`src/rtl/draw_slice_column_pkg.sv`:
```
// rtl/draw_slice_column_pkg.sv - shared raycaster constants, colours and slice FSM states
// Purpose: screen geometry, palette and state encoding used by the column
//          rasteriser and its bounds helper. No ports.
package draw_slice_column_pkg;

   localparam int SCREEN_W = 160;
   localparam int SCREEN_H = 120;

   localparam logic [2:0] CEIL_COLOUR  = 3'b001;
   localparam logic [2:0] WALL_COLOUR  = 3'b100;
   localparam logic [2:0] SHADE_COLOUR = 3'b110;
   localparam logic [2:0] FLOOR_COLOUR = 3'b010;

   typedef enum logic [1:0] {
      S_IDLE  = 2'd0,
      S_SETUP = 2'd1,
      S_DRAW  = 2'd2,
      S_DONE  = 2'd3
   } state_t;

endpackage

```
`src/rtl/draw_slice_column_bounds.sv`:
```
// rtl/draw_slice_column_bounds.sv - combinational wall top/bottom rows for one slice height
// Purpose: clamp the projected height to the screen and centre it vertically.
// Ports:
//   i_slice_size  in   7  projected wall height in rows (0..127)
//   o_top         out  8  first wall row
//   o_bot         out  8  first floor row (exclusive end of the wall)
module draw_slice_column_bounds
   import draw_slice_column_pkg::*;
(
   input  logic [6:0] i_slice_size,
   output logic [7:0] o_top,
   output logic [7:0] o_bot
);

   localparam logic [7:0] H_MAX = 8'(SCREEN_H);

   logic [7:0] w_h;
   logic [7:0] w_spare;

   always_comb begin
      w_h     = ({1'b0, i_slice_size} > H_MAX) ? H_MAX : {1'b0, i_slice_size};
      w_spare = H_MAX - w_h;
      // Floor division: an odd spare row ends up below the wall.
      o_top   = {1'b0, w_spare[7:1]};
      o_bot   = o_top + w_h;
   end

endmodule

```
`src/rtl/draw_slice_column.sv`:
```
// rtl/draw_slice_column.sv - rasterise one screen column as ceiling, wall and floor pixels
// Purpose: accept a column/height request, then emit SCREEN_H pixels top to
//          bottom with plot/ready backpressure and a done pulse at the end.
// Ports:
//   i_clock       in   1  system clock, rising edge
//   i_reset       in   1  asynchronous active-high reset
//   i_start       in   1  request, sampled only in IDLE
//   i_col         in   8  screen column, latched on start
//   i_slice_size  in   7  wall height in rows, latched on start
//   i_side_horiz  in   1  horizontal-grid hit selects shaded wall, latched on start
//   i_plot_ready  in   1  pixel sink accepts the current pixel
//   o_busy        out  1  column in progress
//   o_plot        out  1  pixel valid
//   o_x           out  8  pixel column
//   o_y           out  7  pixel row
//   o_colour      out  3  pixel colour
//   o_done        out  1  one-cycle pulse after the last pixel is accepted
module draw_slice_column
   import draw_slice_column_pkg::*;
(
   input  logic       i_clock,
   input  logic       i_reset,
   input  logic       i_start,
   input  logic [7:0] i_col,
   input  logic [6:0] i_slice_size,
   input  logic       i_side_horiz,
   input  logic       i_plot_ready,
   output logic       o_busy,
   output logic       o_plot,
   output logic [7:0] o_x,
   output logic [6:0] o_y,
   output logic [2:0] o_colour,
   output logic       o_done
);

   localparam logic [6:0] Y_LAST = 7'(SCREEN_H - 1);

   state_t     r_state;
   state_t     w_next;
   logic [7:0] r_col;
   logic [6:0] r_size;
   logic       r_side;
   logic [6:0] r_y;
   logic [7:0] r_top;
   logic [7:0] r_bot;
   logic [7:0] w_top;
   logic [7:0] w_bot;
   logic [7:0] w_y_ext;

   draw_slice_column_bounds u_bounds (
      .i_slice_size (r_size),
      .o_top        (w_top),
      .o_bot        (w_bot)
   );

   assign o_x     = r_col;
   assign o_y     = r_y;
   assign w_y_ext = {1'b0, r_y};

   always_ff @(posedge i_clock or posedge i_reset) begin
      if (i_reset) begin
         r_state <= S_IDLE;
         r_col   <= '0;
         r_size  <= '0;
         r_side  <= 1'b0;
         r_y     <= '0;
         r_top   <= '0;
         r_bot   <= '0;
      end else begin
         r_state <= w_next;
         case (r_state)
            S_IDLE: begin
               if (i_start) begin
                  r_col  <= i_col;
                  r_size <= i_slice_size;
                  r_side <= i_side_horiz;
               end
            end
            S_SETUP: begin
               r_top <= w_top;
               r_bot <= w_bot;
               r_y   <= '0;
            end
            S_DRAW: begin
               // The last row stays put; the FSM leaves DRAW on its acceptance.
               if (i_plot_ready && (r_y != Y_LAST)) begin
                  r_y <= r_y + 7'd1;
               end
            end
            default: begin
            end
         endcase
      end
   end

   always_comb begin
      w_next   = r_state;
      o_busy   = 1'b0;
      o_plot   = 1'b0;
      o_done   = 1'b0;
      o_colour = 3'b000;
      case (r_state)
         S_IDLE: begin
            if (i_start) begin
               w_next = S_SETUP;
            end
         end
         S_SETUP: begin
            o_busy = 1'b1;
            w_next = S_DRAW;
         end
         S_DRAW: begin
            o_busy = 1'b1;
            o_plot = 1'b1;
            if (w_y_ext < r_top) begin
               o_colour = CEIL_COLOUR;
            end else if (w_y_ext < r_bot) begin
               o_colour = r_side ? SHADE_COLOUR : WALL_COLOUR;
            end else begin
               o_colour = FLOOR_COLOUR;
            end
            if (i_plot_ready && (r_y == Y_LAST)) begin
               w_next = S_DONE;
            end
         end
         S_DONE: begin
            o_done = 1'b1;
            w_next = S_IDLE;
         end
         default: begin
            w_next = S_IDLE;
         end
      endcase
   end

endmodule

```
`config.mk`:
```
export PLATFORM = sky130hd
export DESIGN_NAME = draw_slice_column
export DESIGN_NICKNAME = d
export VERILOG_FILES = /design/src/rtl/draw_slice_column_pkg.sv /design/src/rtl/draw_slice_column_bounds.sv /design/src/rtl/draw_slice_column.sv
export SDC_FILE = /design/constraint.sdc
export NUM_CORES = 1
export LEC_CHECK = 0
export CAP_MARGIN = 20
export CORE_MARGIN = 3
export CORE_UTILIZATION = 68
export CTS_CLUSTER_SIZE = 14
export DETAILED_ROUTE_END_ITERATION = 8
export DONT_BUFFER_PORTS = 1
export MAX_ROUTING_LAYER = met4
export PLACE_DENSITY = 0.84
export SYNTH_ARGS = -nofsm -noshare
export SYNTH_HDL_FRONTEND = slang
export SYNTH_SLANG_ARGS = --single-unit
export TNS_END_PERCENT = 20
```
`constraint.sdc`:
```
create_clock -name i_clock -period 5.19 [get_ports i_clock]
set_clock_uncertainty 0.15 [all_clocks]
set_input_delay 1.557 -clock i_clock [delete_from_list [all_inputs] [get_ports i_clock]]
set_output_delay 1.557 -clock i_clock [all_outputs]
set_load 0.01 [all_outputs]
```
==> out/summary.txt <==
Status: complete, no violations
Initial core utilization: 0.720
# rows: 21
Hold path depth: 2
Layout cells sized above 1: 0.144
R2R setup slack: 2.05 ns
PortBufs: 0
Fin crit period: 3.98 ns
Area of the die: 4340 um2
DR top layer: met4
Design area: 2540 um2
Chip width: 65.9 um
Max Freq: 0.251 GHz
Seq cells post-synth: 40
CTS tree: yes
Area of the multi-input gates: 1320 um2
Hold Fails Final Rpt: 0
Worst-margin pin slew: 0.634 ns
Largest net degree at the start of global routing: 41
# H-tree levels: 2
WHS: 0.355 ns
Via count: 1761
Power per cell area: 644 nW/um2
CP startpoint kind: flop
Io pins: 41
Setup repair bufs after CTS: 0
Initial antenna violation count: 0
HPWL Detailed: 3.56 mm
Logic pwr share: 0.524
Syn avg cell area: 10.1 um2
Final Setup Violations: 0
Core Region: 3390 um2
CTS root buf: clkbuf_4
Flop pwr share: 0.375
Max cap viols: 0
Cells after synthesis: 242
Top FF cell, synth: dfrtp_1
DRT met1 WL: 2.12 mm
CP required: 3.48 ns
Fillers: 246
GR Overflow Total: 0
Class of the worst hold path: reg2reg
Post-synthesis sequential area ratio: 0.410
Post-CTS sizing: 0
WL/cell: 16.4 um
Leak: 1.23 nW
Max transition margin: 0.576
Chip Height: 65.9 um
Net Sw Power: 0.713 mW
Switching power share of the total: 0.436
CP max FO: 7
CTS Buf Count: 5
Clk sinks: 40
Finished Core Util: 0.748
Synth warn: 0
Clk pwr share: 0.101
Power, Total: 1.63 mW
First DRT Iteration DRCs: 120
Cell Area, Synth: 2440 um2
Clk buf depth: 2
R2R cell count: 11
Register area: 1000 um2
Total GRT Usage: 0.248
Unique cell type count in the Yosys netlist: 48
First-pass GRT wire length: 7.85 mm
Routed wl met2: 2.24 mm
Vias/cell: 6.09
R2r endpoint: r_bot[6]$_DFFE_PP0P_
Yosys top cell by area: dfrtp_1
Clock slew at reported path FFs: 0.12 ns
Total length of routed wires: 4.74 mm
Async SR Flop Fraction: 1.00
Crit Path Category: reg2out
DP Area: 2470 um2
Setup TNS Final: 0 ns
Commonest cells in the netlist: dfrtp_1, ha_1, inv_1, nand2_1, mux2_2
Slew Limit Fails: 0
CP arrival: 2.28 ns
Worst hold endpoint: r_top[6]$_DFFE_PP0P_
Gpl congestion: 0.835
Post-route antenna net violation count: 0
Detailed Routing Iterations Pass 1: 4
Most common cell in the synthesized netlist: dfrtp_1
Vias in the first global route: 1724
Worst hold start: r_top[6]$_DFFE_PP0P_
Main area contributors after synthesis: dfrtp_1, ha_1, mux2_2
Net Count, Synth: 286
Worst r2r src: r_size[3]$_DFFE_PP0P_
Tcrit/Tclk final: 0.767
Crit end category: primary output
Clock latency at the later pin of the worst-skew pair: 0.35 ns
RSZ-0062 raised after global routing: false
Wire length on met3: 307 um
Synth-to-layout area growth: 3.95%
Share of the synthesized area in the top cell type: 0.410
# nets final: 286
P_int: 0.920 mW
EDFF count, synth: 0
Antenna diode count: 0
DRC violations left: 0
Hold-fix buffers, CTS: 0
Peak VDD IR: 0.398 mV
-- power groups by stage --
stage | clock network (mW) | registers [mW] | logic, mW
floorplan | 0 | 0.559 | 0.727
global placement | 0 | 0.609 | 0.811
detailed placement | 0 | 0.618 | 0.853
CTS | 0.169 | 0.612 | 0.857
global route | 0.181 | 0.632 | 0.965
finish | 0.166 | 0.612 | 0.855
-- sequential cells by signal, indices dropped and copies added, names as in the netlist --
signal   cells
o_x          8
r_bot        8
r_size       7
o_y          7
r_side       1
r_top        7
r_state      2
-- logic make-up (layout without fill, tap and decap cells) --
family          count (synthesis)  after routing  synth area share
fa+ha+maj                      24             24             0.123
buf+inv                        32             33            0.0508
xor+xnor                        5              5            0.0180
flops                          40             40             0.410
compound gates                 55             55             0.157
mux                            24             24             0.109
other cells                     1              1           0.00154
simple gates                   61             61             0.130
-- area by class of cell --
| cell class | instances | area share |
|---|---|---|
| Sequential cell | 40 | 0.395 |
| Clock inverter | 2 | 0.00395 |
| Inverter | 23 | 0.0340 |
| Tap cell | 46 | 0.0227 |
| Multi-Input combinational cell | 170 | 0.519 |
| Clock buffer | 6 | 0.0202 |
| Timing Repair Buffer | 2 | 0.00592 |
-- per-stage QoR --
step,setup slack (ns),cells
global placement,1.66,281
floorplan,1.85,242
global route,1.04,289
CTS,1.20,289
detailed placement,1.61,281
finish,1.21,289
-- critical path, stage by stage (launching register included) --
cell and delay, ns:
dfrtp_1 0.51, ha_1 0.36, a21o_1 0.19, a21oi_1 0.13
o2bb2ai_1 0.08, a31oi_1 0.22, nor3b_1 0.44
-- cell usage in the layout (no fill, tap or decap), types with 2 or more instances in the layout --
cell and n:
nand2_1 22, xor2_1 2, o2111ai_1 2, o21ai_0 11, ha_1 24, clkbuf_4 5, buf_4 2, a31oi_1 3
xnor2_1 3, nor2b_1 2, nor2_1 8, a21o_1 6, inv_1 23, a21oi_1 13, nand2b_1 5, o311ai_0 2
o211ai_1 2, or3_1 2, and2_1 2, dfrtp_1 40, mux2_2 21, mux2i_1 3, or2_2 2, a211oi_1 4
nand3b_1 2, o211a_1 2, nand3_1 5, clkinv_2 2, nand4_1 2, o31a_1 2
-- how the worst max path moves through the flow --
| stage | from | endpoint | slack [ns] | cells after the start |
|---|---|---|---|---|
| after floorplan | o_y[5]$_DFFE_PP0P_ | o_colour[2] | 1.85 | 6 |
| after global placement | o_y[5]$_DFFE_PP0P_ | o_colour[2] | 1.66 | 6 |
| after detailed placement | o_y[5]$_DFFE_PP0P_ | o_colour[2] | 1.61 | 6 |
| after CTS | o_y[5]$_DFFE_PP0P_ | o_colour[2] | 1.20 | 6 |
| after global routing | o_y[5]$_DFFE_PP0P_ | o_colour[2] | 1.04 | 6 |
| final | o_y[5]$_DFFE_PP0P_ | o_colour[2] | 1.21 | 6 |
-- routing by layer --
metal	global-route usage	vias to the layer above
li1	-	856
met1	0.308	825
met2	0.398	71
met3	0.0646	9
met4	0.0803	0
met5	-	-
Power figures use the tool's default switching activity.
